===== src/rtl/spi_pkg.sv =====
// rtl/spi_pkg.sv - opcodes, FSM states and width defaults for the SPI command sequencer
package spi_pkg;

  localparam int SPI_ADDR_W = 7;
  localparam int SPI_DATA_W = 8;

  localparam logic [7:0] OP_WRITE       = 8'h01;
  localparam logic [7:0] OP_READ        = 8'h02;
  localparam logic [7:0] OP_SET_CLK_DIV = 8'h03;
  localparam logic [7:0] OP_SET_SPIKE   = 8'h04;
  localparam logic [7:0] OP_SET_DEBUG   = 8'h05;
  localparam logic [7:0] OP_CLR_FLAGS   = 8'h06;

  typedef enum logic [2:0] {
    IDLE,
    ADDR_MSB,
    ADDR_LSB,
    WR_DATA,
    RD_DATA,
    DRAIN
  } state_t;

endpackage


===== src/rtl/spi_addr_counter.sv =====
// rtl/spi_addr_counter.sv - configuration-memory address pointer with load and wrapping increment
module spi_addr_counter #(
  parameter int ADDR_W = 7
) (
  input  logic              clk,
  input  logic              reset,
  input  logic              load,
  input  logic              inc,
  input  logic [ADDR_W-1:0] load_val,
  output logic [ADDR_W-1:0] count
);

  // Natural binary overflow gives the wrap from the top address back to zero.
  always_ff @(posedge clk) begin
    if (reset)
      count <= '0;
    else if (load)
      count <= load_val;
    else if (inc)
      count <= count + ADDR_W'(1);
  end

endmodule


===== src/rtl/spi_cmd_sequencer.sv =====
// rtl/spi_cmd_sequencer.sv - decodes SPI command bytes into config-memory writes/reads and ready flags
module spi_cmd_sequencer
  import spi_pkg::*;
#(
  parameter int ADDR_W = SPI_ADDR_W,
  parameter int DATA_W = SPI_DATA_W
) (
  input  logic              clk,
  input  logic              reset,
  input  logic              cs,
  input  logic              data_valid,
  input  logic [DATA_W-1:0] rx_data,
  output logic [ADDR_W-1:0] mem_addr,
  output logic [DATA_W-1:0] mem_wdata,
  output logic              mem_we,
  output logic              mem_re,
  output logic              clk_div_ready,
  output logic              input_spike_ready,
  output logic              debug_config_ready,
  output logic              busy,
  output logic              cmd_error
);

  state_t state;
  logic   is_read;
  logic   cs_q;
  logic   take;
  logic   ptr_load;
  logic   ptr_inc;

  // A byte landing on the cycle cs rises is still honoured; later bytes with cs high are not.
  assign take     = data_valid && (!cs || !cs_q);
  assign ptr_load = take && (state == ADDR_LSB);
  assign ptr_inc  = mem_we || (take && (state == RD_DATA));
  assign busy     = (state != IDLE);

  spi_addr_counter #(
    .ADDR_W(ADDR_W)
  ) u_addr_counter (
    .clk     (clk),
    .reset   (reset),
    .load    (ptr_load),
    .inc     (ptr_inc),
    .load_val(rx_data[ADDR_W-1:0]),
    .count   (mem_addr)
  );

  always_ff @(posedge clk) begin
    if (reset) begin
      state              <= IDLE;
      is_read            <= 1'b0;
      cs_q               <= 1'b1;
      mem_wdata          <= '0;
      mem_we             <= 1'b0;
      mem_re             <= 1'b0;
      clk_div_ready      <= 1'b0;
      input_spike_ready  <= 1'b0;
      debug_config_ready <= 1'b0;
      cmd_error          <= 1'b0;
    end else begin
      cs_q      <= cs;
      mem_we    <= 1'b0;
      mem_re    <= 1'b0;
      cmd_error <= 1'b0;
      if (take) begin
        case (state)
          IDLE: begin
            case (rx_data)
              DATA_W'(OP_WRITE): begin
                is_read <= 1'b0;
                state   <= ADDR_MSB;
              end
              DATA_W'(OP_READ): begin
                is_read <= 1'b1;
                state   <= ADDR_MSB;
              end
              DATA_W'(OP_SET_CLK_DIV): begin
                clk_div_ready <= 1'b1;
                state         <= DRAIN;
              end
              DATA_W'(OP_SET_SPIKE): begin
                input_spike_ready <= 1'b1;
                state             <= DRAIN;
              end
              DATA_W'(OP_SET_DEBUG): begin
                debug_config_ready <= 1'b1;
                state              <= DRAIN;
              end
              DATA_W'(OP_CLR_FLAGS): begin
                clk_div_ready      <= 1'b0;
                input_spike_ready  <= 1'b0;
                debug_config_ready <= 1'b0;
                state              <= DRAIN;
              end
              default: begin
                cmd_error <= 1'b1;
                state     <= DRAIN;
              end
            endcase
          end
          ADDR_MSB: begin
            if (rx_data == '0) begin
              state <= ADDR_LSB;
            end else begin
              cmd_error <= 1'b1;
              state     <= DRAIN;
            end
          end
          ADDR_LSB: begin
            // Address bits above the memory size are rejected.
            if (rx_data[DATA_W-1:ADDR_W] != '0) begin
              cmd_error <= 1'b1;
              state     <= DRAIN;
            end else if (is_read) begin
              mem_re <= 1'b1;
              state  <= RD_DATA;
            end else begin
              state <= WR_DATA;
            end
          end
          WR_DATA: begin
            mem_wdata <= rx_data;
            mem_we    <= 1'b1;
          end
          RD_DATA: begin
            mem_re <= 1'b1;
          end
          DRAIN: begin
          end
          default: begin
            state <= IDLE;
          end
        endcase
      end
      if (cs)
        state <= IDLE;
    end
  end

endmodule

===== config.mk =====
export PLATFORM = sky130hd
export DESIGN_NAME = spi_cmd_sequencer
export DESIGN_NICKNAME = d
export VERILOG_FILES = /design/src/rtl/spi_pkg.sv /design/src/rtl/spi_addr_counter.sv /design/src/rtl/spi_cmd_sequencer.sv
export SDC_FILE = /design/constraint.sdc
export NUM_CORES = 1
export LEC_CHECK = 0
export CORE_ASPECT_RATIO = 0.75
export CORE_UTILIZATION = 30
export CTS_BUF_LIST = sky130_fd_sc_hd__clkbuf_4 sky130_fd_sc_hd__clkbuf_8
export DETAILED_ROUTE_END_ITERATION = 7
export GPL_TIMING_DRIVEN = 0
export HOLD_SLACK_MARGIN = 0.08
export PLACE_DENSITY_LB_ADDON = 0.12
export RECOVER_POWER = 100
export SYNTH_ARGS = -nofsm -noshare
export SYNTH_HDL_FRONTEND = slang
export SYNTH_SLANG_ARGS = --single-unit

===== constraint.sdc =====
create_clock -name clk -period 2.6 [get_ports clk]
set_clock_uncertainty 0.1 [all_clocks]
set_input_delay 0.26 -clock clk [delete_from_list [all_inputs] [get_ports clk]]
set_output_delay 0.26 -clock clk [all_outputs]
set_load 0.01 [all_outputs]

==> load_flow_metrics.sql, run 1 <==
INSERT INTO impl_metrics (metric_group, metric, value, unit) VALUES
('place', 'placement.cell_area', '1710', 'sq um'),
('synthesis', 'synthDistinctLibCells', '44', ''),
('pwr', 'internal_power_summed_over_all_cells', '0.574', 'mW'),
('grt', 'grt_util_met3', '4.31', '%'),
('status', 'run_status', 'complete, no violations', ''),
('clocking', 'postCtsHoldBufs', '0', ''),
('grt', 'grt_util_met2', '25.3', '%'),
('drt', 'routed_wirelength', '3.52', 'mm'),
('synthesis', 'synth_top_family_by_area', 'simple AND/OR/NAND/NOR gates', ''),
('clocking', 'cts_setup_buffers', '0', ''),
('clocking', 'cts_tree', 'done', ''),
('sta', 'max_freq', '0.445', 'GHz'),
('drt', 'route.detailed.drc', '0', ''),
('synthesis', 'synth-seq-area-share', '39.2', '%'),
('pwr', 'p_switching', '0.177', 'mW'),
('place', 'gpl.final_weighted_congestion', '0.847', ''),
('synthesis', 'synth_edf_count', '0', ''),
('synthesis', 'yosys_warnings', '0', ''),
('clocking', 'cts_resized', '0', ''),
('sta', 'timing_hold_violations_final', '0', ''),
('drt', 'drt_iter0_markers', '43', ''),
('synthesis', 'synth_largest_area_cell', 'dfxtp_1', ''),
('synthesis', 'net_count_of_the_mapped_netlist', '170', ''),
('cells_and_area', 'largest_register_ffs', '8', ''),
('synthesis', 'synth_xor_xnor_area_share', '0', '%'),
('grt', 'largest_net_degree_at_the_start_of_global_routing', '15', ''),
('worst_setup_path', 'crit_path_end_kind', 'flop', ''),
('sta', 'layout_setup_ws', '0.352', 'ns'),
('pwr', 'power_density', '427', 'nW/um^2'),
('sta', 'worst_slew_pin_slew', '0.695', 'ns'),
('drt', 'wl_per_cell', '14.2', 'microns'),
('clocking', 'worstSkewPairLatency', '0.27', 'ns'),
('cells_and_area', 'drive_gt1_share', '5.73', '%'),
('synthesis', 'yosys-mux-area-fraction', '9.14', '%'),
('cells_and_area', 'diodes', '0', ''),
('pwr', 'peakVddDrop', '0.243', 'mV'),
('clocking', 'tritoncts.num_buffers', '3', ''),
('grt', 'track_usage', '16.2', '%'),
('cells_and_area', 'largest-register', 'mem_wdata', ''),
('clocking', 'clock_root_buffer', 'clkbuf_8', ''),
('sta', 'min_period_over_period', '86.5', '%'),
('sta', 'fin_crit', '2.25', 'ns'),
('sta', 'report.final.setup_viol', '0', ''),
('synthesis', 'ys_seq_elements', '26', ''),
('synthesis', 'synth_simple_gate_area_share', '23.1', '%'),
('grt', 'grt_pass1_vias', '1222', ''),
('floorplan', 'boundaryPins', '34', ''),
('floorplan', 'die_area', '4700', 'sq um'),
('worst_setup_path', 'crit_arrival', '2.28', 'ns'),
('grt', 'global_route.usage.met1', '22.7', '%'),
('grt', 'globalRouteOverflowTotal', '0', ''),
('grt', 'grt_pass1_wl', '5.85', 'mm'),
('pwr', 'p_leak', '0.742', 'nW'),
('hold_path', 'hold_path.class', 'in2reg', ''),
('floorplan', 'core-area', '4150', 'sq um'),
('run', 'max_cap_violations', '0', ''),
('grt', 'most_crowded_layer_gr', 'met2', ''),
('cells_and_area', 'final_area', '1760', 'sq um'),
('place', 'dp.final_hpwl', '2.70', 'mm'),
('clocking', 'cts.htree.levels', '1', ''),
('floorplan', 'starting_density_of_the_core', '32.0', '%'),
('pwr', 'power.share.clock', '35.1', '%'),
('drt', 'detail_route.vias_per_cell', '5.20', ''),
('sta', 'slew_headroom', '53.6', '%'),
('pwr', 'switching_fraction', '23.6', '%'),
('synthesis', 'synthAdderAreaFrac', '0.943', '%'),
('sta', 'timing.hold.ws', '0.340', 'ns'),
('cells_and_area', 'layout_top_registers', 'mem_wdata x8, u_addr_counter.count x7, state x3', ''),
('synthesis', 'main_flop_type_after_synthesis', 'dfxtp_1', ''),
('clocking', 'tritoncts_sink_count', '26', ''),
('worst_setup_path', 'sort_of_element_at_the_start_of_the_critical_path', 'input port', '');
==> cell families (layout without fill, tap and decap cells) <==
group | count (synthesis) | in the layout
compound gates | 39 | 39
fa+ha+maj | 1 | 1
buf+inv | 20 | 55
flops | 26 | 26
mux | 12 | 12
simple gates | 59 | 59
==> power groups by stage <==
stage	logic (mW)	registers [mW]	clock network [mW]
after detailed placement	0.0848	0.414	0
after CTS	0.0852	0.404	0.273
after global routing	0.0926	0.405	0.284
after global placement	0.0842	0.413	0
final	0.0835	0.404	0.264
after floorplan	0.0455	0.414	0
==> critical path: stages <==
cell	delay, ns
dlygate4sd3_1	0.59
a21boi_1	0.59
nand3_1	0.28
clkbuf_1	0.28
o21ai_0	0.21
a31oi_1	0.07
==> cells in the final DEF (no fill, tap or decap), types with 2 or more instances in the layout <==
master           count
a21oi_1              6
a311oi_1             5
and3_1               2
buf_6                2
clkbuf_1             8
clkbuf_8             4
clkdlybuf4s50_1      7
dfxtp_1             26
dlygate4sd3_1       24
inv_1                8
mux2i_1             11
nand2_1              7
nand3_1              4
nand4_1              3
nor2_1              21
nor2b_1              2
nor3_1               2
nor3b_1              2
nor4_1               2
o21ai_0             13
o311ai_0             2
or3_1                7
==> path summary, 6_finish.rpt <==
kind	from	endpoint	slack [ns]	cells after the start
hold / removal	rx_data[1]	u_addr_counter.count[1]	0.34	3
setup / recovery	cs	u_addr_counter.count[3]	0.35	6
setup reg to reg	cs_q	u_addr_counter.count[3]	0.65	5
hold reg to reg	input_spike_ready	input_spike_ready	0.38	2
==> per-layer routing <==
| metal | vias up | routed length (microns) |
|---|---|---|
| met4 | 0 | 34 |
| li1 | 637 | - |
| met2 | 44 | 1460 |
| met5 | - | 0 |
| met3 | 4 | 211 |
| met1 | 600 | 1810 |
==> layout make-up <==
class | instances | area [sq um]
Clock buffer | 4 | 55.1
Fill cell | 447 | 2390
Multi-Input combinational cell | 111 | 708
Timing Repair Buffer | 31 | 310
Sequential cell | 26 | 520
Buffer | 11 | 60.1
Inverter | 9 | 36.3
Tap cell | 55 | 68.8
==> metrics by stage <==
step / util, % / cells
after floorplan: - / 157
after global placement: 41.1 / 243
after detailed placement: 41.1 / 243
after CTS: 42.4 / 247
after global routing: 42.3 / 247
final: 42.3 / 247
Power figures use the tool's default switching activity.
==> inputs of run 2 (changes only) <==
- CORE_UTILIZATION: 30 -> 35
- SKIP_LAST_GASP: not set -> 1
==> load_flow_metrics.sql, run 2 (synthesized netlist as in run 1, its figures left out) <==
INSERT INTO impl_metrics (metric_group, metric, value, unit) VALUES
('floorplan', 'boundaryPins', '34', ''),
('pwr', 'p_switching', '0.176', 'mW'),
('cells_and_area', 'final_cell_mix', '26 x dfxtp_1, 25 x dlygate4sd3_1, 21 x nor2_1', ''),
('clocking', 'clock_root_buffer', 'clkbuf_8', ''),
('cells_and_area', 'synthToLayoutAreaGrowth', '32.0', '%'),
('floorplan', 'starting_density_of_the_core', '38.5', '%'),
('drt', 'detail_route.vias_per_cell', '5.30', ''),
('place', 'place_inst', '238', ''),
('sta', 'final_report_max_slew_violation_count', '0', ''),
('grt', 'grt_pass1_wl', '5.66', 'mm'),
('worst_setup_path', 'timing.critical_path.max_delay_family', 'buffers and inverters', ''),
('cells_and_area', 'multiInputGateArea', '708', 'sq um'),
('place', 'dp.final_hpwl', '2.56', 'mm'),
('place', 'gpl.final_weighted_congestion', '0.905', ''),
('clocking', 'worstSkewPairLatency', '0.27', 'ns'),
('sta', 'slew_headroom', '54.1', '%'),
('drt', 'detail_route.first_pass.iterations', '4', ''),
('hold_path', 'hold_path.class', 'in2reg', ''),
('drt', 'postRouteAntennaNets', '0', ''),
('cells_and_area', 'diodes', '0', ''),
('worst_setup_path', 'crit_fanout', '10', ''),
('cells_and_area', 'design.final.nets', '206', ''),
('worst_setup_path', 'crit_path_end_kind', 'flop', ''),
('floorplan', 'fp.dieW', '73.1', 'microns'),
('sta', 'min_period_over_period', '86.3', '%'),
('pwr', 'internal_power_summed_over_all_cells', '0.574', 'mW'),
('worst_setup_path', 'path_buf_inv', '2', ''),
('worst_setup_path', 'cp_slowest_stage_delay', '0.58', 'ns'),
('cells_and_area', 'final-seq-area', '520', 'sq um'),
('drt', 'detailroute.via_count', '1282', ''),
('floorplan', 'die_h', '55.3', 'microns'),
('clocking', 'cts.htree.levels', '1', ''),
('cells_and_area', 'fraction_of_the_core_area_covered_by_cells_at_the_end_of_the_flow', '50.9', '%'),
('cells_and_area', 'layout_top_registers', 'mem_wdata x8, u_addr_counter.count x7, state x3', ''),
('cells_and_area', 'most_common_cell_after_layout_fill_and_taps_aside', 'dfxtp_1', ''),
('floorplan', 'core-area', '3450', 'sq um'),
('clocking', 'cts_resized', '0', ''),
('cells_and_area', 'largest_register_ffs', '8', ''),
('sta', 'worst_slew_pin_slew', '0.687', 'ns'),
('clocking', 'cts_tree', 'done', ''),
('grt', 'globalRouteOverflowTotal', '0', ''),
('pwr', 'power_density', '428', 'nW/um^2'),
('cells_and_area', 'drive_gt1_share', '5.73', '%'),
('grt', 'largest_net_degree_at_the_start_of_global_routing', '15', ''),
('worst_setup_path', 'sort_of_element_at_the_start_of_the_critical_path', 'input port', ''),
('grt', 'grt_pass1_vias', '1171', ''),
('pwr', 'power.share.clock', '35.1', '%'),
('worst_setup_path', 'timing.setup.critical_path_class', 'in2reg', ''),
('pwr', 'switching_fraction', '23.5', '%'),
('clocking', 'tritoncts.num_buffers', '3', ''),
('sta', 'timing_hold_violations_final', '0', ''),
('status', 'run_status', 'complete, no violations', ''),
('grt', 'grt_antenna_before_repair', '0', ''),
('worst_setup_path', 'crit_arrival', '2.28', 'ns'),
('run', 'max_cap_violations', '0', ''),
('worst_setup_path', 'timing.critical_path.cells', 'dlygate4sd3_1 -> a21boi_1 -> nand3_1 -> clkbuf_1 -> o21ai_0 -> a31oi_1', ''),
('sta', 'max_freq', '0.446', 'GHz'),
('clocking', 'clk_path_buf_depth', '2', ''),
('drt', 'drt_iter0_markers', '106', ''),
('drt', 'route.detailed.drc', '0', ''),
('worst_setup_path', 'cp_max_delay_cell', 'dlygate4sd3_1', ''),
('clocking', 'tritoncts_sink_count', '26', ''),
('floorplan', 'die_area', '4050', 'sq um'),
('pwr', 'seqPwrFrac', '53.9', '%'),
('pwr', 'p_leak', '0.743', 'nW'),
('grt', 'track_usage', '18.1', '%'),
('pwr', 'power.share.combinational', '11.0', '%'),
('worst_setup_path', 'cp_data_required_time', '2.64', 'ns'),
('floorplan', 'rows', '18', ''),
('drt', 'routed_wirelength', '3.43', 'mm'),
('cells_and_area', 'post_layout_nonfiller_instances', '242', ''),
('drt', 'wl_per_cell', '14.2', 'microns'),
('sta', 'setup-tns-final', '0', 'ns'),
('sta', 'fin_crit', '2.24', 'ns'),
('clocking', 'cts.reportedPaths.clkPinSlew', '0.08', 'ns'),
('place', 'io_buffer_count', '31', ''),
('sta', 'grt_setup_unrepaired', 'false', ''),
('clocking', 'postCtsHoldBufs', '0', ''),
('pwr', 'peakVddDrop', '0.307', 'mV'),
('cells_and_area', 'largest-register', 'mem_wdata', ''),
('cells_and_area', 'num-fill-cells', '336', ''),
('sta', 'report.final.setup_viol', '0', ''),
('clocking', 'cts_setup_buffers', '0', '');
run 2: area by class of cell:
class	instances	area share, %
flip-flops and latches	26	29.7
repair buffers	31	17.7
well taps	50	3.57
multi-input cells	111	40.4
plain buffers	11	3.43
inverters	9	2.07
clock buffers	4	3.14
run 2: worst register-to-register path: stages, from the launching register on:
cell and delay, ns:
dfxtp_1 0.33, buf_6 0.14, inv_4 0.05, o41a_1 0.45, buf_6 0.16, or3_1 0.35, a311oi_1 0.29
run 2: power by group through the flow:
stage          registers [mW]  logic, mW  clock network (mW)
2_1_floorplan           0.414     0.0455                   0
3_3_place_gp            0.413     0.0830                   0
3_5_place_dp            0.414     0.0837                   0
4_1_cts                 0.404     0.0842               0.270
5_1_grt                 0.405     0.0900               0.290
6_report                0.404     0.0826               0.263
run 2: stage by stage:
stage | hold slack (ns) | instance area (sq um) | power, mW | setup slack [ns]
after floorplan | 0.296 | 1330 | 0.460 | 0.827
after global placement | 0.365 | 1700 | 0.496 | 0.314
after detailed placement | 0.373 | 1700 | 0.497 | 0.244
after CTS | 0.326 | 1760 | 0.758 | 0.470
after global routing | 0.356 | 1750 | 0.785 | 0.224
final | 0.334 | 1750 | 0.750 | 0.356
run 2: path summary, 6_finish.rpt:
kind / cells past startpoint / to / slack (ns) / from
min reg2reg: 2 / input_spike_ready / 0.39 / input_spike_ready
max: 6 / u_addr_counter.count[3] / 0.36 / cs
max reg2reg: 6 / u_addr_counter.count[6] / 0.64 / state[2]
min: 3 / u_addr_counter.count[1] / 0.33 / rx_data[1]
run 2: metal layers:
metal	track usage [%]	wire, microns	vias to the layer above
met5	0	0	-
met3	4.74	188	2
li1	-	-	640
met2	27.1	1540	35
met1	26.0	1690	605
met4	3.36	14	0
==> inputs of run 3 (changes only) <==
- CTS_BUF_LIST: sky130_fd_sc_hd__clkbuf_4 sky130_fd_sc_hd__clkbuf_8 -> sky130_fd_sc_hd__clkbuf_8
==> results of run 3 <==
Final layout, timing and power as in run 2 (identical DEF).
